--- src/rtl/otter_lsu_pkg.sv ---
// Shared types and helpers for the OTTER load/store unit.
package otter_lsu_pkg;

   typedef enum logic [2:0] {
      ST_IDLE,
      ST_RD_ISSUE0,
      ST_RD_WAIT0,
      ST_RD_ISSUE1,
      ST_RD_WAIT1,
      ST_WR_BEAT,
      ST_DONE
   } lsu_state_t;

   localparam logic [1:0]  SZ_BYTE = 2'd0;
   localparam logic [1:0]  SZ_HALF = 2'd1;
   localparam logic [1:0]  SZ_WORD = 2'd2;
   localparam logic [31:0] IO_BASE_DEFAULT = 32'h1100_0000;

   // Only the low address bits decide whether an access crosses a word.
   function automatic logic is_misaligned(input logic [1:0] addr, input logic [1:0] size);
      return ((size == SZ_HALF) && (addr == 2'd3)) ||
             ((size == SZ_WORD) && (addr != 2'd0));
   endfunction

endpackage

--- src/rtl/otter_lsu_rdalign.sv ---
// Merges the two captured words, shifts by byte offset, and zero/sign-extends the load.
module otter_lsu_rdalign
   import otter_lsu_pkg::*;
(
   input  logic [31:0] w0_i,
   input  logic [31:0] w1_i,
   input  logic [1:0]  off_i,
   input  logic [1:0]  size_i,
   input  logic        uns_i,
   output logic [31:0] rdata_o
);

   logic [31:0] low_c;

   assign low_c = 32'({w1_i, w0_i} >> {off_i, 3'b000});

   always_comb begin
      rdata_o = low_c;
      case (size_i)
         SZ_BYTE: rdata_o = uns_i ? {24'd0, low_c[7:0]}  : {{24{low_c[7]}}, low_c[7:0]};
         SZ_HALF: rdata_o = uns_i ? {16'd0, low_c[15:0]} : {{16{low_c[15]}}, low_c[15:0]};
         default: rdata_o = low_c;
      endcase
   end

endmodule

--- src/rtl/otter_lsu.sv ---
// Load/store unit driving OTTER memory port 2; splits word-crossing accesses into legal beats.
// Splitting is built only when OTTER_LSU_MISALIGN_SPLIT_EN is defined; otherwise misaligned requests error.
module otter_lsu
   import otter_lsu_pkg::*;
#(
   parameter logic [31:0] IO_BASE = IO_BASE_DEFAULT
) (
   input  logic        CLK,
   input  logic        RST,
   input  logic        LSU_REQ,
   output logic        LSU_READY,
   input  logic        LSU_WE,
   input  logic [31:0] LSU_ADDR,
   input  logic [31:0] LSU_WDATA,
   input  logic [1:0]  LSU_SIZE,
   input  logic        LSU_SIGN,
   output logic [31:0] LSU_RDATA,
   output logic        LSU_DONE,
   output logic        LSU_ERR,
   output logic [31:0] MEM_ADDR2,
   output logic [31:0] MEM_DIN2,
   output logic        MEM_WRITE2,
   output logic        MEM_READ2,
   output logic [1:0]  MEM_SIZE,
   output logic        MEM_SIGN,
   input  logic [31:0] MEM_DOUT2
);

   lsu_state_t  state_q;
   logic [31:0] addr_q, wdata_q, w0_q, rdata_q;
   logic [1:0]  size_q;
   logic        sign_q, mmio_q, err_q;
   logic [31:0] w0_c, w1_c, align_c;
   logic [1:0]  off_c, asize_c;
   logic        req_mmio_c, req_mis_c, req_err_c;
`ifdef OTTER_LSU_MISALIGN_SPLIT_EN
   logic [31:0] w1_q;
   logic [1:0]  beat_q, last_beat_c;
   logic        mis_q;
`endif

   assign req_mmio_c = (LSU_ADDR >= IO_BASE);
   assign req_mis_c  = !req_mmio_c && is_misaligned(LSU_ADDR[1:0], LSU_SIZE);
`ifdef OTTER_LSU_MISALIGN_SPLIT_EN
   assign req_err_c   = (LSU_SIZE == 2'd3);
   assign last_beat_c = (size_q == SZ_HALF) ? 2'd1 : 2'd3;
   assign w1_c        = (state_q == ST_RD_WAIT1) ? MEM_DOUT2 : w1_q;
`else
   assign req_err_c = (LSU_SIZE == 2'd3) || req_mis_c;
   assign w1_c      = 32'd0;
`endif

   // The word returning this cycle feeds the aligner directly so the result registers on entry to DONE.
   assign w0_c    = (state_q == ST_RD_WAIT0) ? MEM_DOUT2 : w0_q;
   assign off_c   = mmio_q ? 2'd0 : addr_q[1:0];
   assign asize_c = mmio_q ? SZ_WORD : size_q;

   otter_lsu_rdalign u_rdalign (
      .w0_i    (w0_c),
      .w1_i    (w1_c),
      .off_i   (off_c),
      .size_i  (asize_c),
      .uns_i   (sign_q),
      .rdata_o (align_c)
   );

   always_ff @(posedge CLK) begin
      if (RST) begin
         state_q <= ST_IDLE;
         addr_q  <= 32'd0;
         wdata_q <= 32'd0;
         w0_q    <= 32'd0;
         rdata_q <= 32'd0;
         size_q  <= SZ_BYTE;
         sign_q  <= 1'b0;
         mmio_q  <= 1'b0;
         err_q   <= 1'b0;
`ifdef OTTER_LSU_MISALIGN_SPLIT_EN
         w1_q    <= 32'd0;
         beat_q  <= 2'd0;
         mis_q   <= 1'b0;
`endif
      end else begin
         case (state_q)
            ST_IDLE: if (LSU_REQ) begin
               addr_q  <= LSU_ADDR;
               wdata_q <= LSU_WDATA;
               size_q  <= LSU_SIZE;
               sign_q  <= LSU_SIGN;
               mmio_q  <= req_mmio_c;
               err_q   <= req_err_c;
`ifdef OTTER_LSU_MISALIGN_SPLIT_EN
               mis_q   <= req_mis_c;
               beat_q  <= 2'd0;
`endif
               if (req_err_c) begin
                  rdata_q <= 32'd0;
                  state_q <= ST_DONE;
               end else if (LSU_WE) begin
                  state_q <= ST_WR_BEAT;
               end else begin
                  state_q <= ST_RD_ISSUE0;
               end
            end
            ST_RD_ISSUE0: state_q <= ST_RD_WAIT0;
            ST_RD_WAIT0: begin
               w0_q <= MEM_DOUT2;
`ifdef OTTER_LSU_MISALIGN_SPLIT_EN
               if (mis_q) state_q <= ST_RD_ISSUE1;
               else begin
`else
               begin
`endif
                  rdata_q <= align_c;
                  state_q <= ST_DONE;
               end
            end
`ifdef OTTER_LSU_MISALIGN_SPLIT_EN
            ST_RD_ISSUE1: state_q <= ST_RD_WAIT1;
            ST_RD_WAIT1: begin
               w1_q    <= MEM_DOUT2;
               rdata_q <= align_c;
               state_q <= ST_DONE;
            end
`endif
            ST_WR_BEAT: begin
               rdata_q <= 32'd0;
`ifdef OTTER_LSU_MISALIGN_SPLIT_EN
               if (mis_q && (beat_q != last_beat_c)) beat_q <= beat_q + 2'd1;
               else state_q <= ST_DONE;
`else
               state_q <= ST_DONE;
`endif
            end
            ST_DONE: state_q <= ST_IDLE;
            default: state_q <= ST_IDLE;
         endcase
      end
   end

   // Memory port is a pure decode of state and latched request fields.
   always_comb begin
      MEM_ADDR2  = 32'd0;
      MEM_DIN2   = 32'd0;
      MEM_WRITE2 = 1'b0;
      MEM_READ2  = 1'b0;
      MEM_SIZE   = SZ_BYTE;
      case (state_q)
         ST_RD_ISSUE0: begin
            MEM_READ2 = 1'b1;
            MEM_ADDR2 = mmio_q ? addr_q : {addr_q[31:2], 2'b00};
            MEM_SIZE  = SZ_WORD;
         end
`ifdef OTTER_LSU_MISALIGN_SPLIT_EN
         ST_RD_ISSUE1: begin
            MEM_READ2 = 1'b1;
            MEM_ADDR2 = {addr_q[31:2], 2'b00} + 32'd4;
            MEM_SIZE  = SZ_WORD;
         end
`endif
         ST_WR_BEAT: begin
            MEM_WRITE2 = 1'b1;
            MEM_ADDR2  = addr_q;
            MEM_SIZE   = size_q;
            MEM_DIN2   = wdata_q;
`ifdef OTTER_LSU_MISALIGN_SPLIT_EN
            if (mis_q) begin
               MEM_ADDR2 = addr_q + 32'(beat_q);
               MEM_SIZE  = SZ_BYTE;
               MEM_DIN2  = {24'd0, wdata_q[{beat_q, 3'b000} +: 8]};
            end
`endif
         end
         default: ;
      endcase
   end

   assign MEM_SIGN  = 1'b0;
   assign LSU_READY = (state_q == ST_IDLE);
   assign LSU_DONE  = (state_q == ST_DONE);
   assign LSU_ERR   = (state_q == ST_DONE) && err_q;
   assign LSU_RDATA = rdata_q;

endmodule

--- config.mk ---
export PLATFORM = sky130hd
export DESIGN_NAME = otter_lsu
export DESIGN_NICKNAME = d
export VERILOG_FILES = /design/src/rtl/otter_lsu_pkg.sv /design/src/rtl/otter_lsu_rdalign.sv /design/src/rtl/otter_lsu.sv
export SDC_FILE = /design/constraint.sdc
export NUM_CORES = 1
export LEC_CHECK = 0
export ABC_AREA = 1
export CORE_MARGIN = 2
export CORE_UTILIZATION = 38
export DETAILED_ROUTE_END_ITERATION = 10
export GPL_ROUTABILITY_DRIVEN = 0
export GPL_TIMING_DRIVEN = 0
export PLACE_DENSITY = 0.77
export SYNTH_ARGS = -nofsm -noshare
export SYNTH_HDL_FRONTEND = slang
export SYNTH_HIERARCHICAL = 1
export SYNTH_SLANG_ARGS = --single-unit
export TNS_END_PERCENT = 5
--- constraint.sdc ---
create_clock -name CLK -period 2.2 [get_ports CLK]
set_input_delay 0.44 -clock CLK [delete_from_list [all_inputs] [get_ports CLK]]
set_output_delay 0.44 -clock CLK [all_outputs]
set_load 0.05 [all_outputs]
==> flow_summary.toml <==
[route]
ant_nets = 0
firstDrtPassIters = 6
drt_first_iter_violations = 518
vias = 7447
drt_wl_total_um = 22130
wl_per_cell_um = 14.51
drc_errors = 0
routed_via_density = 4.883

[clock_network]
holdBufCountCts = 0
clkLatencyLatePin_ns = 0.43
numCtsBuffers = 17
clockBufferDepth = 2
clk_transition_reported_paths_ns = 0.06
h-tree-depth = 4
clock_sinks = 136
cts_tree = "done"
cts_root_buf = "clkbuf_16"

[yosys]
yosysMostFrequentCell = "inv_1"
yosysSeqAreaShare_pct = 38.99
syn_avg_cell_area_um2 = 6.907
synth_top_area_share_pct = 38.99
synthMuxAreaShare_pct = 0
synth_compound_area_share_pct = 20.50
ys_ff_latch = 136
synth_fa_ha_area_share_pct = 0
synth-xor-area-share_pct = 0
yosysTopAreaCell = "dfxtp_1"
postSynthCellCount = 1011
yosysWarnings = 6
synth_edf_count = 0
syn_area_um2 = 6983
synth_area_leaders = "dfxtp_1 (39%), a21oi_1 (9.9%), nand3_1 (8.5%)"
synth_top_family_by_area = "simple AND/OR/NAND/NOR gates"
synthTopCellsByCount = "inv_1 (149), a21oi_1 (138), nand2_1 (137)"
async_reset_ff_share_pct = 0
synthSimpleGateAreaFrac_pct = 24.87
ys.flop_type = "dfxtp_1"
ys_types = 35

[critical_path]
cp.arrival_ns = 1.77
crit_path_end_kind = "output pin"
critPathMaxFanout = 10
startpoint_type = "flop"
critPathKind = "flop to output pin"
required_ns = 1.76
rr_worst_depth = 16

[worst_hold_path]
hold_path_depth = 2
hp-class = "flop to flop"

[global_route]
antenna_found_initial = 0
grt_pass1_vias = 6936
overflow = 0
gr-usage-met3_pct = 7.880
grtUsageMet2_pct = 37.56
grt_max_degree = 17
grtUsageTotal_pct = 22.35
busiest_layer = "met2"
grt_pass1_wl_um = 35080
use_met1_pct = 26.40

[outcome]
status = "finished with violations"
violations = "negative setup slack"

[sta]
maxSlewViolCount = 0
setup_slack_ns = -0.005489
min_period_over_period_pct = 100.2
skew_ns = 0.008776
slew_headroom_pct = 63.35
setup_viol_count_final = 1
hold_viol_final = 0
period_minus_slack_ns = 2.205
max_slew.worst_pin.slew_ns = 0.5497
max_freq_mhz = 453.4
rsz0062_at_grt = "true"
hold_ws_ns = 0.4520

[die]
die_area_um2 = 19480
core_area_um2 = 18020
initial_utilization_pct = 38.74
die_h_um = 139.6
die_w_um = 139.6
row_count = 49
io_pins = 207

[final_layout]
final_layout_size_suffix_gt1_share_pct = 20.83
multiInputGateArea_um2 = 3485
final-seq-area_um2 = 2726
fin_nets = 1386
fillers = 1696
area_growth_pct = 47.64
utilization_pct = 57.20
num_antenna_cells = 0

[placed_design]
io_buffers = 205
dp_hpwl_um = 16650

[pwr]
power.total_w = 0.007980
p_leak_nw = 4.461
ir_drop_uv = 610.2
p_per_area_nw_per_um2 = 774.0

[flow_run]
cap_violations = 0
layer usage:
| metal | vias to the layer above | routed length, µm |
|---|---|---|
| li1 | 3767 | - |
| met1 | 3333 | 8965 |
| met2 | 291 | 10480 |
| met3 | 56 | 2046 |
| met4 | 0 | 633 |
| met5 | - | 0 |
path summary, 6_finish.rpt:
| check | from | end | slack (ns) |
|---|---|---|---|
| worst min register to register | addr_q[3]$_SDFFE_PP0P_ | addr_q[3]$_SDFFE_PP0P_ | 0.45 |
| worst min-delay path | addr_q[3]$_SDFFE_PP0P_ | addr_q[3]$_SDFFE_PP0P_ | 0.45 |
| worst max register to register | state_q[1]$_SDFFE_PP0P_ | LSU_RDATA[27]$_SDFFE_PP0P_ | 0.05 |
| worst max-delay path | state_q[0]$_SDFFE_PP0P_ | MEM_DIN2[2] | -0.005 |
sequential cells by signal (all words and copies together), names as in the netlist:
signal	cells
LSU_RDATA	32
addr_q	32
err_q	1
mmio_q	1
sign_q	1
size_q	2
state_q	3
w0_q	32
wdata_q	32
per-stage QoR:
stage          setup TNS, ns  setup slack [ns]  instance area [µm²]  cells
6_report           -0.005489         -0.005489                10310   1525
3_5_place_dp          -24.02           -0.4248                 9472   1485
3_3_place_gp          -23.11           -0.4616                 9472   1485
5_1_grt               -3.064          -0.09200                10310   1525
2_1_floorplan         -4.857           -0.1619                 7133   1051
4_1_cts               -2.357          -0.09730                10020   1520
timing repair:
item	4_1_cts	5_1_grt
gates resized for setup	427	109
setup endpoints to repair	103	73
setup buffers	3	5
endpoints found under the hold margin	0	0
pin swaps	3	5
kinds of logic after synthesis:
family                 after synthesis
AO/OA/AOI/OAI                      259
buffers and inverters              234
flip-flops                         136
other                                1
AND/OR/NAND/NOR                    381
worst max-delay path: stages, from the launching register on:
cell,delay [ns]
dfxtp_2,0.35
inv_1,0.06
nor2_1,0.11
inv_2,0.11
nor2_4,0.16
inv_4,0.08
buf_8,0.16
nor2_2,0.12
buf_6,0.17
final cells by class:
type                       count  area share, %
buffer                        78          5.789
clock buffer                  17          4.126
clock inverter                15          1.517
inverter                     156          5.704
multi-input combinational    681          33.80
sequential                   136          26.44
tap                          229          2.779
timing repair buffer         213          19.84
cell usage in the layout, fill, tap and decap left out, types with 2 or more instances in the layout:
cell,synthesis,routed
a211oi_1,27,27
a211oi_2,5,5
a21oi_1,138,129
a21oi_2,2,11
a22oi_1,7,7
buf_12,2,5
buf_2,29,49
buf_4,4,16
buf_6,14,52
buf_8,1,6
clkbuf_1,23,18
clkbuf_16,0,17
clkbuf_4,0,3
clkdlybuf4s50_1,0,134
clkinv_4,0,2
clkinvlp_4,0,3
conb_1,1,41
dfxtp_1,136,133
dfxtp_2,0,3
dlygate4sd2_1,0,3
inv_1,149,149
inv_2,7,6
inv_6,0,6
inv_8,0,3
nand2_1,137,137
nand3_1,118,116
nand3_2,1,3
nor2_1,77,46
nor2_2,1,26
nor2_4,5,11
nor3_1,3,3
o21ai_0,70,63
o21ai_1,8,12
o21ai_2,0,3
or2_1,2,2
or2_2,32,32
where the power goes:
part / total [W] / internal (W) / switching, W / leakage, nW
Sequential: 0.00280 / 0.00272 / 0.0000817 / 1.12
Clock: 0.00282 / 0.00160 / 0.00122 / 0.278
Combinational: 0.00236 / 0.000906 / 0.00145 / 3.07
Note: power is estimated with default switching activity, not from simulation.
==> edit, RTL diff (same settings) <==
Register the output `LSU_ERR`, with the module's reset; this adds one clock of latency there. The other outputs are not delayed to match.
--- a/src/rtl/otter_lsu.sv
+++ b/src/rtl/otter_lsu.sv
@@ -178,7 +178,13 @@
    assign MEM_SIGN  = 1'b0;
    assign LSU_READY = (state_q == ST_IDLE);
    assign LSU_DONE  = (state_q == ST_DONE);
-   assign LSU_ERR   = (state_q == ST_DONE) && err_q;
+   always_ff @(posedge CLK) begin
+      if (RST) begin
+         LSU_ERR <= '0;
+      end else begin
+         LSU_ERR <= (state_q == ST_DONE) && err_q;
+      end
+   end
    assign LSU_RDATA = rdata_q;
 
 endmodule
Function: changed (Yosys sat finds a counterexample within 4 cycles, from zero or initial values and one cycle with RST high).
==> edit against the original RTL <==
- the flow still finishes with violations (setup timing)
- synthesized area decreased by 0.29%
- sequential cell count increased by 1
- cell area increased by 0.35%
- setup slack got worse by 160 ps
- global-route usage increased by 0.25 points
- synthesized cell count increased by 6.1%
- utilization increased by 0.40 points
- sequential share of layout area increased by 0.15 points
- critical path depth increased by 8
- final cell count increased by 4.6%
- total power increased by 19%
- sequential power increased by 6%
- wire length increased by 3.0%
- highest routed layer unchanged
==> edit: results (changes against the original RTL) <==
stage,metric,value,unit,change
power,switch share,37.2,%,+2.6 points
synth,"Seq/Total Area, Yosys",39.4,%,+0.40 points
power,Pleak,4.86,nW,+9.0%
synth,ys async rst share,0,%,unchanged
power,combinational power share,36.2,%,+6.7 points
timing,endpoints failing setup,29,,+28
timing,Worst Max-Slew Pin Slew,600,ps,+50.5 ps
setup_path,CP Class,flop to flop,,
synth,Synth top cells by count,"nand2_1 (176), nor2_1 (160), inv_1 (140)",,
cells_and_area,nets,1456,,+5.1%
drt,drt first pass iters,5,,-1
synth,post-synthesis cell type count,31,,-11%
drt,WL final,22800,um,+3.0%
drt,DR vias,7694,,+3.3%
timing,Layout Skew,8.81,ps,+0.0336 ps
setup_path,Worst Setup EP,LSU_RDATA[16],,
timing,setup TNS,-2740,ps,-2730 ps
placed_design,post-DP HPWL,16600,um,-0.26%
timing,min setup slack post-route,-165,ps,-159 ps
cells_and_area,FILL cells,1750,,+3.2%
placed_design,pre-CTS WS,-681,ps,-256 ps
setup_path,Crit path arrival time,2680,ps,+910 ps
global_route,All-Layer GR Usage,22.6,%,+0.25 points
setup_path,worst reg2reg path startpoint,state_q[0],,
status,violated checks,setup timing,,
power,Clk pwr share,32.4,%,-3.0 points
min_path,Worst Hold Path EP,wdata_q[21],,
power,VDD IR-drop max,0.000606,V,-0.63%
global_route,vias in the first global route,7337,,+5.8%
setup_path,worst-path fanout max,7,,-3
min_path,Min-Delay Startpoint,wdata_q[21],,
global_route,first-pass GRT wire length,35400,um,+1.0%
synth,Post-synth EDFFs,0,,unchanged
status,status,"finished, violations left",,
drt,initial DRC count,545,,+5.2%
cells_and_area,share of cells above drive strength 1,19.5,%,-1.4 points
==> edit: per-layer routing <==
layer / global-route usage (%) / part of all wire, % / vias to the layer above
met5: 0 / 0 / -
met4: 7.92 / 2.9 / 0
met3: 7.81 / 8.7 / 61
met2: 40.6 / 49 / 323
met1: 24.7 / 39 / 3397
li1: - / - / 3913
==> edit: logic make-up after synthesis <==
kind of cell    share of synthesized area (%)
simple gates                             31.0
compound gates                           15.7
flops                                    39.4
other cells                            0.0539
buf+inv                                  13.9
==> edit: cell type report <==
| class | count | area (um^2) | share of cell area, % |
|---|---|---|---|
| flip-flops and latches | 137 | 2750 | 26.6 |
| plain buffers | 77 | 474 | 4.58 |
| well taps | 229 | 287 | 2.77 |
| inverters | 147 | 558 | 5.39 |
| repair buffers | 221 | 2060 | 19.9 |
| clock inverters | 14 | 185 | 1.79 |
| multi-input cells | 752 | 3590 | 34.7 |
| clock buffers | 18 | 439 | 4.24 |
==> edit: through the flow <==
stage | hold WS, ps | util [%] | instances | total power [mW]
floorplan | 423 | - | 1113 | 5.22
global placement | 440 | 52.6 | 1547 | 6.15
detailed placement | 444 | 52.6 | 1547 | 6.20
CTS | 454 | 56.2 | 1583 | 9.30
global route | 473 | 57.6 | 1595 | 9.95
finish | 452 | 57.6 | 1595 | 9.48
==> edit: repair_timing <==
item,CTS,global route
gates cloned,0,4
resized for setup,355,150
setup buffers,4,8
hold buffers,0,0
endpoints found under the hold margin,0,0
endpoints found under the setup margin,102,94
pin swaps,3,20
==> edit: critical path, cell delays in order (launching register included) <==
cell and delay [ps]:
dfxtp_2 330, inv_2 80, nand2_4 70, nor2_4 180
clkinvlp_4 260, buf_8 210, buf_4 170, o21ai_2 160
inv_2 60, o21ai_2 170, nand2_1 80, nand3_1 110
nand3_2 90, nand2_1 90, nand3_2 90, nand2_1 70
nor2_1 40
